## config.mk

```make
export PLATFORM = sky130hd
export DESIGN_NAME = mc_control_fsm
export DESIGN_NICKNAME = d
export VERILOG_FILES = /design/src/rtl/sigma_pkg.sv /design/src/rtl/mc_wait_watchdog.sv /design/src/rtl/mc_control_fsm.sv
export SDC_FILE = /design/constraint.sdc
export NUM_CORES = 1
export LEC_CHECK = 0
export ABC_AREA = 1
export CAP_MARGIN = 20
export CORE_AREA = 4 4 78 80
export CTS_CLUSTER_SIZE = 20
export DETAILED_ROUTE_END_ITERATION = 8
export DIE_AREA = 0 0 82 84
export GPL_ROUTABILITY_DRIVEN = 0
export PLACE_DENSITY = 0.46
export SLEW_MARGIN = 20
export SYNTH_ARGS = -nofsm -noshare
export SYNTH_HDL_FRONTEND = slang
export SYNTH_SLANG_ARGS = --single-unit
export TNS_END_PERCENT = 1
```

## constraint.sdc

```tcl
create_clock -name clk -period 1.5 [get_ports clk]
set_input_delay 0.225 -clock clk [delete_from_list [all_inputs] [get_ports clk]]
set_output_delay 0.225 -clock clk [all_outputs]
set_load 0.02 [all_outputs]
```

## src/rtl/sigma_pkg.sv

```systemverilog
// Shared types and encodings for the SigmaCore multi-cycle RV32I control path.
package sigma_pkg;

  typedef enum logic [3:0] {
    S_FETCH     = 4'd0,
    S_DECODE    = 4'd1,
    S_MEM_ADDR  = 4'd2,
    S_MEM_READ  = 4'd3,
    S_MEM_WB    = 4'd4,
    S_MEM_WRITE = 4'd5,
    S_EXEC_R    = 4'd6,
    S_EXEC_I    = 4'd7,
    S_LUI       = 4'd8,
    S_AUIPC     = 4'd9,
    S_ALU_WB    = 4'd10,
    S_BRANCH    = 4'd11,
    S_JAL       = 4'd12,
    S_JALR      = 4'd13,
    S_TRAP      = 4'd14
  } mc_state_e;

  localparam logic [6:0] OPC_LOAD   = 7'b0000011;
  localparam logic [6:0] OPC_STORE  = 7'b0100011;
  localparam logic [6:0] OPC_OP     = 7'b0110011;
  localparam logic [6:0] OPC_OP_IMM = 7'b0010011;
  localparam logic [6:0] OPC_BRANCH = 7'b1100011;
  localparam logic [6:0] OPC_JAL    = 7'b1101111;
  localparam logic [6:0] OPC_JALR   = 7'b1100111;
  localparam logic [6:0] OPC_LUI    = 7'b0110111;
  localparam logic [6:0] OPC_AUIPC  = 7'b0010111;

  localparam logic [1:0] PC_SRC_ALU      = 2'b00;
  localparam logic [1:0] PC_SRC_ALU_OUT  = 2'b01;
  localparam logic [1:0] PC_SRC_ALU_LSB0 = 2'b10;
  localparam logic [1:0] PC_SRC_TRAP     = 2'b11;

  localparam logic [1:0] MEM_TO_REG_ALU_OUT = 2'b00;
  localparam logic [1:0] MEM_TO_REG_MDR     = 2'b01;
  localparam logic [1:0] MEM_TO_REG_PC      = 2'b10;

  localparam logic [1:0] ALU_SRC_A_REG    = 2'b00;
  localparam logic [1:0] ALU_SRC_A_PC     = 2'b01;
  localparam logic [1:0] ALU_SRC_A_OLD_PC = 2'b10;
  localparam logic [1:0] ALU_SRC_A_ZERO   = 2'b11;

  localparam logic [1:0] ALU_SRC_B_REG  = 2'b00;
  localparam logic [1:0] ALU_SRC_B_IMM  = 2'b01;
  localparam logic [1:0] ALU_SRC_B_FOUR = 2'b10;

  localparam logic [2:0] IMM_TYPE_NONE = 3'd0;
  localparam logic [2:0] IMM_TYPE_I    = 3'd1;
  localparam logic [2:0] IMM_TYPE_S    = 3'd2;
  localparam logic [2:0] IMM_TYPE_B    = 3'd3;
  localparam logic [2:0] IMM_TYPE_U    = 3'd4;
  localparam logic [2:0] IMM_TYPE_J    = 3'd5;

  localparam logic [1:0] ALU_OP_TYPE_ADD   = 2'b00;
  localparam logic [1:0] ALU_OP_TYPE_SUB   = 2'b01;
  localparam logic [1:0] ALU_OP_TYPE_FUNCT = 2'b10;

  localparam logic [1:0] TRAP_CAUSE_ILLEGAL = 2'b00;
  localparam logic [1:0] TRAP_CAUSE_TIMEOUT = 2'b01;

  typedef struct packed {
    logic       pc_write;
    logic       old_pc_write;
    logic       ir_write;
    logic       mdr_write;
    logic       reg_a_write;
    logic       reg_b_write;
    logic       alu_out_write;
    logic       reg_write;
    logic       mem_read;
    logic       mem_write;
    logic       i_or_d;
    logic       instr_retired;
    logic       trap;
    logic [1:0] pc_source;
    logic [1:0] mem_to_reg;
    logic [1:0] alu_src_a;
    logic [1:0] alu_src_b;
    logic [2:0] imm_src;
    logic [1:0] alu_op_type;
    logic [1:0] trap_cause;
  } mc_ctrl_t;

  // States that drive a memory strobe and may stall on mem_ready.
  function automatic logic is_mem_state(mc_state_e s);
    return (s == S_FETCH) || (s == S_MEM_READ) || (s == S_MEM_WRITE);
  endfunction

endpackage

```

## src/rtl/mc_wait_watchdog.sv

```systemverilog
// Consecutive wait-cycle counter; flags the last wait cycle before a timeout trap.
module mc_wait_watchdog #(
  parameter int unsigned TIMEOUT_W = 8
) (
  input  logic clk,
  input  logic reset_n,
  input  logic count_en,
  input  logic clear,
  output logic terminal
);

  // Terminal when the count is one short of all-ones: this wait cycle is the 2^W-1'th.
  localparam logic [TIMEOUT_W-1:0] TermCount = TIMEOUT_W'((2 ** TIMEOUT_W) - 2);

  logic [TIMEOUT_W-1:0] count_q, count_d;

  assign terminal = (count_q == TermCount);

  always_comb begin
    count_d = count_q;
    if (clear) begin
      count_d = '0;
    end else if (count_en) begin
      count_d = count_q + 1'b1;
    end
  end

  always_ff @(posedge clk or negedge reset_n) begin
    if (!reset_n) begin
      count_q <= '0;
    end else begin
      count_q <= count_d;
    end
  end

endmodule

```

## src/rtl/mc_control_fsm.sv

```systemverilog
// Multi-cycle RV32I control FSM: sequences fetch/decode/execute and drives every
// datapath enable and mux select, with memory wait states, watchdog and traps.
module mc_control_fsm
  import sigma_pkg::*;
#(
  parameter bit          MEM_HANDSHAKE = 1'b1,
  parameter int unsigned TIMEOUT_W     = 8
) (
  input  logic       clk,
  input  logic       reset_n,
  input  logic [6:0] opcode,
  input  logic       branch_taken,
  input  logic       mem_ready,
  output logic       pc_write,
  output logic       old_pc_write,
  output logic       ir_write,
  output logic       mdr_write,
  output logic       reg_a_write,
  output logic       reg_b_write,
  output logic       alu_out_write,
  output logic       reg_write,
  output logic       mem_read,
  output logic       mem_write,
  output logic       i_or_d,
  output logic [1:0] pc_source,
  output logic [1:0] mem_to_reg,
  output logic [1:0] alu_src_a,
  output logic [1:0] alu_src_b,
  output logic [2:0] imm_src,
  output logic [1:0] alu_op_type,
  output logic       instr_retired,
  output logic       trap,
  output logic [1:0] trap_cause,
  output logic [3:0] state
);

  mc_state_e  state_q, state_d;
  logic       run_q;
  logic [1:0] cause_q, cause_d;
  logic       ready, waiting, wd_terminal, timeout;
  mc_ctrl_t   ctrl;

  assign ready   = MEM_HANDSHAKE ? mem_ready : 1'b1;
  assign waiting = run_q && is_mem_state(state_q) && !ready;
  // Ready on the terminal cycle suppresses the timeout because waiting is then low.
  assign timeout = waiting && wd_terminal;

  mc_wait_watchdog #(
    .TIMEOUT_W(TIMEOUT_W)
  ) u_watchdog (
    .clk     (clk),
    .reset_n (reset_n),
    .count_en(waiting),
    .clear   (!waiting || timeout),
    .terminal(wd_terminal)
  );

  always_ff @(posedge clk or negedge reset_n) begin
    if (!reset_n) begin
      run_q   <= 1'b0;
      state_q <= S_FETCH;
      cause_q <= TRAP_CAUSE_ILLEGAL;
    end else begin
      run_q   <= 1'b1;
      state_q <= state_d;
      cause_q <= cause_d;
    end
  end

  always_comb begin
    state_d = state_q;
    cause_d = cause_q;
    if (run_q) begin
      unique case (state_q)
        S_FETCH: begin
          if (timeout) begin
            state_d = S_TRAP;
            cause_d = TRAP_CAUSE_TIMEOUT;
          end else if (ready) begin
            state_d = S_DECODE;
          end
        end
        S_DECODE: begin
          case (opcode)
            OPC_LOAD, OPC_STORE: state_d = S_MEM_ADDR;
            OPC_OP:              state_d = S_EXEC_R;
            OPC_OP_IMM:          state_d = S_EXEC_I;
            OPC_BRANCH:          state_d = S_BRANCH;
            OPC_JAL:             state_d = S_JAL;
            OPC_JALR:            state_d = S_JALR;
            OPC_LUI:             state_d = S_LUI;
            OPC_AUIPC:           state_d = S_AUIPC;
            default: begin
              state_d = S_TRAP;
              cause_d = TRAP_CAUSE_ILLEGAL;
            end
          endcase
        end
        S_MEM_ADDR: state_d = (opcode == OPC_LOAD) ? S_MEM_READ : S_MEM_WRITE;
        S_MEM_READ: begin
          if (timeout) begin
            state_d = S_TRAP;
            cause_d = TRAP_CAUSE_TIMEOUT;
          end else if (ready) begin
            state_d = S_MEM_WB;
          end
        end
        S_MEM_WRITE: begin
          if (timeout) begin
            state_d = S_TRAP;
            cause_d = TRAP_CAUSE_TIMEOUT;
          end else if (ready) begin
            state_d = S_FETCH;
          end
        end
        S_EXEC_R, S_EXEC_I, S_LUI, S_AUIPC: state_d = S_ALU_WB;
        S_MEM_WB, S_ALU_WB, S_BRANCH, S_JAL, S_JALR, S_TRAP: state_d = S_FETCH;
        default: state_d = S_FETCH;
      endcase
    end
  end

  always_comb begin
    ctrl = '0;
    if (run_q) begin
      unique case (state_q)
        S_FETCH: begin
          ctrl.mem_read     = 1'b1;
          ctrl.i_or_d       = 1'b0;
          ctrl.alu_src_a    = ALU_SRC_A_PC;
          ctrl.alu_src_b    = ALU_SRC_B_FOUR;
          ctrl.alu_op_type  = ALU_OP_TYPE_ADD;
          ctrl.pc_source    = PC_SRC_ALU;
          ctrl.ir_write     = ready;
          ctrl.pc_write     = ready;
          ctrl.old_pc_write = ready;
        end
        S_DECODE: begin
          ctrl.reg_a_write   = 1'b1;
          ctrl.reg_b_write   = 1'b1;
          ctrl.alu_out_write = 1'b1;
          ctrl.alu_src_a     = ALU_SRC_A_OLD_PC;
          ctrl.alu_src_b     = ALU_SRC_B_IMM;
          // Speculative branch/JAL target computed while operands are read.
          if (opcode == OPC_BRANCH) begin
            ctrl.imm_src = IMM_TYPE_B;
          end else if (opcode == OPC_JAL) begin
            ctrl.imm_src = IMM_TYPE_J;
          end else begin
            ctrl.imm_src = IMM_TYPE_NONE;
          end
        end
        S_MEM_ADDR: begin
          ctrl.alu_out_write = 1'b1;
          ctrl.alu_src_a     = ALU_SRC_A_REG;
          ctrl.alu_src_b     = ALU_SRC_B_IMM;
          ctrl.imm_src       = (opcode == OPC_LOAD) ? IMM_TYPE_I : IMM_TYPE_S;
        end
        S_MEM_READ: begin
          ctrl.mem_read  = 1'b1;
          ctrl.i_or_d    = 1'b1;
          ctrl.mdr_write = ready;
        end
        S_MEM_WB: begin
          ctrl.reg_write     = 1'b1;
          ctrl.mem_to_reg    = MEM_TO_REG_MDR;
          ctrl.instr_retired = 1'b1;
        end
        S_MEM_WRITE: begin
          ctrl.mem_write     = 1'b1;
          ctrl.i_or_d        = 1'b1;
          ctrl.instr_retired = ready;
        end
        S_EXEC_R: begin
          ctrl.alu_src_a     = ALU_SRC_A_REG;
          ctrl.alu_src_b     = ALU_SRC_B_REG;
          ctrl.alu_op_type   = ALU_OP_TYPE_FUNCT;
          ctrl.alu_out_write = 1'b1;
        end
        S_EXEC_I: begin
          ctrl.alu_src_a     = ALU_SRC_A_REG;
          ctrl.alu_src_b     = ALU_SRC_B_IMM;
          ctrl.imm_src       = IMM_TYPE_I;
          ctrl.alu_op_type   = ALU_OP_TYPE_FUNCT;
          ctrl.alu_out_write = 1'b1;
        end
        S_LUI: begin
          ctrl.alu_src_a     = ALU_SRC_A_ZERO;
          ctrl.alu_src_b     = ALU_SRC_B_IMM;
          ctrl.imm_src       = IMM_TYPE_U;
          ctrl.alu_out_write = 1'b1;
        end
        S_AUIPC: begin
          ctrl.alu_src_a     = ALU_SRC_A_OLD_PC;
          ctrl.alu_src_b     = ALU_SRC_B_IMM;
          ctrl.imm_src       = IMM_TYPE_U;
          ctrl.alu_out_write = 1'b1;
        end
        S_ALU_WB: begin
          ctrl.reg_write     = 1'b1;
          ctrl.mem_to_reg    = MEM_TO_REG_ALU_OUT;
          ctrl.instr_retired = 1'b1;
        end
        S_BRANCH: begin
          ctrl.alu_src_a     = ALU_SRC_A_REG;
          ctrl.alu_src_b     = ALU_SRC_B_REG;
          ctrl.alu_op_type   = ALU_OP_TYPE_SUB;
          ctrl.pc_source     = PC_SRC_ALU_OUT;
          ctrl.pc_write      = branch_taken;
          ctrl.instr_retired = 1'b1;
        end
        S_JAL: begin
          // PC already holds the link address from fetch.
          ctrl.reg_write     = 1'b1;
          ctrl.mem_to_reg    = MEM_TO_REG_PC;
          ctrl.pc_write      = 1'b1;
          ctrl.pc_source     = PC_SRC_ALU_OUT;
          ctrl.instr_retired = 1'b1;
        end
        S_JALR: begin
          ctrl.alu_src_a     = ALU_SRC_A_REG;
          ctrl.alu_src_b     = ALU_SRC_B_IMM;
          ctrl.imm_src       = IMM_TYPE_I;
          ctrl.reg_write     = 1'b1;
          ctrl.mem_to_reg    = MEM_TO_REG_PC;
          ctrl.pc_write      = 1'b1;
          ctrl.pc_source     = PC_SRC_ALU_LSB0;
          ctrl.instr_retired = 1'b1;
        end
        S_TRAP: begin
          ctrl.pc_write   = 1'b1;
          ctrl.pc_source  = PC_SRC_TRAP;
          ctrl.trap       = 1'b1;
          ctrl.trap_cause = cause_q;
        end
        default: ctrl = '0;
      endcase
    end
  end

  assign pc_write      = ctrl.pc_write;
  assign old_pc_write  = ctrl.old_pc_write;
  assign ir_write      = ctrl.ir_write;
  assign mdr_write     = ctrl.mdr_write;
  assign reg_a_write   = ctrl.reg_a_write;
  assign reg_b_write   = ctrl.reg_b_write;
  assign alu_out_write = ctrl.alu_out_write;
  assign reg_write     = ctrl.reg_write;
  assign mem_read      = ctrl.mem_read;
  assign mem_write     = ctrl.mem_write;
  assign i_or_d        = ctrl.i_or_d;
  assign pc_source     = ctrl.pc_source;
  assign mem_to_reg    = ctrl.mem_to_reg;
  assign alu_src_a     = ctrl.alu_src_a;
  assign alu_src_b     = ctrl.alu_src_b;
  assign imm_src       = ctrl.imm_src;
  assign alu_op_type   = ctrl.alu_op_type;
  assign instr_retired = ctrl.instr_retired;
  assign trap          = ctrl.trap;
  assign trap_cause    = ctrl.trap_cause;
  assign state         = run_q ? state_q : S_FETCH;

endmodule
```

==> impl_metrics.ini <==
[floorplan]
rows = 27
die_w_microns = 82
initial_utilization_pct = 24.19
die_h_microns = 84
coreArea_sq_um = 5405
die_area_sq_um = 6888
ios = 43

[power]
power_frac_seq_pct = 15.9
internal_power_uw = 1785
p_switching_uw = 1453
combPwrFrac_pct = 72.8
fin_total_pwr_uw = 3238
power_density_nw_per_um2 = 1342
vdd_ir_drop_max_uv = 786.1
pwr-share-clk_pct = 11.3
sw_frac_of_total_pct = 44.86
power_leakage_uw = 0.001233

[sta]
slew_viol_final = 0
fin_ws_ps = -265.3
fin_crit_ps = 1765
fmax_mhz = 566.5
finalSetupViolCount = 35
rsz0062_at_grt = true
hold_violations = 0
fin_crit_sh_pct = 117.7
fin_skew_ps = 1.481

[yosys]
yosysUniqueCellTypes = 30
synth_top_area_share_pct = 26.79
synth-seq-cells = 14
syn_nets = 226
synth_area_leaders = dfrtp_1, nand2_1, inv_1
yosysWarnings = 0
synthCells = 213
yosysTopAreaCell = dfrtp_1
synth.avg_cell_area_sq_um = 6.139
synth_seq_area_share_pct = 26.79
synth_area_sq_um = 1308

[layout]
nFillCells = 583
fin_nets = 325
n_antenna_cell = 0
seq_area_sq_um = 352.8
final_util_pct = 44.65
multi_input_area_sq_um = 967.2
area_growth_pct = 84.59
drive_gt1_share_pct = 50.48

[critical_path]
setup.worst_path.class = reg2out
end_kind = primary output
worstPathArrival_ps = 1540
critPathMaxFanout = 6
startpoint_type = flip-flop
crit_required_ps = 1270

[status]
outcome = complete, but fails checks
violations = setup timing

[cts]
insertion_delay_ps = 240
path_clk_slew_ps = 60
clock-sinks = 14
cts_root_buffer = clkbuf_8
htreeDepth = 1
cts_buffers = 3
clockBufferDepth = 2
cts_tree = done

[grt]
grt_pass1_wl_mm = 7.044
antenna_found_initial = 0
grt_usage_pct = 12.40
grt_overflow = 0
grt_max_degree = 15
first_global_vias = 1621

[flow_run]
maxCapViolCount = 0

[placement]
hpwl_mm = 3.406
io_buffers = 41

[detailed_routing]
drt_iter0_drc = 44
drt-pass1-iter-count = 4
wl_per_cell_microns = 10.87
vias_per_cell = 4.251
vias = 1628
drc = 0
ant_nets = 0
wl_mm = 4.163

[worst_hold_path]
hp-class = in2async
## path summary, 6_finish.rpt
| path | start | endpoint | slack, ps | depth (start not counted) |
|---|---|---|---|---|
| min | reset_n | u_watchdog.count_q[4] | 290 | 2 |
| max reg2reg | state_q[2] | state_q[1] | -140 | 12 |
| max in group asynchronous | reset_n | state_q[0] | 1030 | 2 |
| max | state_q[1] | pc_write | -270 | 7 |
| min reg2reg | u_watchdog.count_q[0] | u_watchdog.count_q[0] | 530 | 2 |
| min in group clk | u_watchdog.count_q[0] | u_watchdog.count_q[0] | 530 | 2 |
## per-stage QoR
step           hold WS, ps  instances  setup TNS, ps  worst slack [ps]  cell area (sq um)
2_1_floorplan       -70.59        213         -619.6            -115.2               1359
3_3_place_gp         527.0        377         -12890            -734.5               2258
3_5_place_dp         528.8        377         -13200            -777.0               2258
4_1_cts              291.5        383          -4744            -279.3               2349
5_1_grt              302.3        383          -7627            -381.0               2414
6_report             286.5        383          -4153            -265.3               2414
## per-layer routing
metal,global-route usage (%),wire length (microns),up-vias
met5,0,0,-
met4,2.266,14,0
met3,1.728,272,2
met2,21.53,1969,40
met1,16.10,1906,722
li1,-,-,864
## repair_timing
action	CTS	global route
resized for setup	187	28
buffers inserted	2	1
hold buffers	0	0
pin swaps	10	6
setup endpoints to repair	39	41
gates cloned	0	0
## critical path: stages, from the launching register on
cell	delay [ps]
dfrtp_2	460
nor2_2	160
inv_2	70
nor2_4	120
inv_2	50
nor3_4	160
nand3b_1	140
buf_4	140
## power by group through the flow
stage / clock, uW / sequential (uW) / combinational, uW
after floorplan: 0 / 510 / 1040
after global placement: 0 / 512 / 2170
after detailed placement: 0 / 511 / 2170
after CTS: 375 / 510 / 2280
after global routing: 399 / 526 / 2570
final: 365 / 516 / 2360
## sequential cells by signal, indices dropped and copies added (netlist names)
name and flops:
state_q 4, u_watchdog.count_q 8, cause_q 1, run_q 1
## cell families (layout without fill, tap and decap cells)
logic type      count (synthesis)  in the layout  synth area share, %
compound gates                 22             22                8.995
xor+xnor                        2              2                1.340
fa+ha+maj                       2              2                1.914
buf+inv                        43            141                13.49
flops                          14             14                26.79
other cells                     2              2               0.5744
simple gates                  128            128                46.89
## cells in the mapped netlist (all sizes together)
library cell and count:
a22oi 1, nand3 12, inv 37, a31oi 2
nand4 8, or2 1, xor2 2, nor3b 3
nand3b 1, dfrtp 14, ha 2, buf 4
clkinv 1, a21boi 1, o21ai 10, conb 2
nor3 8, nand2 61, nor2 34, clkbuf 1
a21oi 8
## layout make-up
| type | count | share of cell area (%) |
|---|---|---|
| Inverter | 38 | 5.910 |
| Multi-Input combinational cell | 156 | 40.07 |
| Sequential cell | 14 | 14.62 |
| Tap cell | 72 | 3.733 |
| Timing Repair Buffer | 99 | 33.39 |
| Clock buffer | 4 | 2.281 |
## cells in the final DEF (no fill, tap or decap), types with 2 or more instances in the layout
cell | netlist | layout
nor2_1 | 31 | 22
inv_1 | 33 | 24
nor3b_2 | 1 | 2
clkdlybuf4s50_1 | 0 | 9
buf_6 | 0 | 11
nor3_4 | 0 | 2
nand3_1 | 10 | 6
inv_2 | 4 | 13
nand2_2 | 2 | 11
buf_2 | 0 | 5
nand2_1 | 56 | 47
a31oi_2 | 0 | 2
nand3_2 | 2 | 5
o21ai_0 | 9 | 3
o21ai_1 | 1 | 6
ha_1 | 2 | 2
conb_1 | 2 | 2
nand4_1 | 7 | 7
clkbuf_8 | 0 | 4
a21oi_2 | 0 | 3
nor3_1 | 7 | 2
nor3_2 | 1 | 4
buf_4 | 4 | 71
nor2_2 | 3 | 6
dfrtp_2 | 0 | 2
dfrtp_1 | 14 | 12
xor2_1 | 2 | 2
nand2_4 | 3 | 2
nor2_4 | 0 | 6
a21oi_1 | 8 | 5
Power figures use the tool's default switching activity.
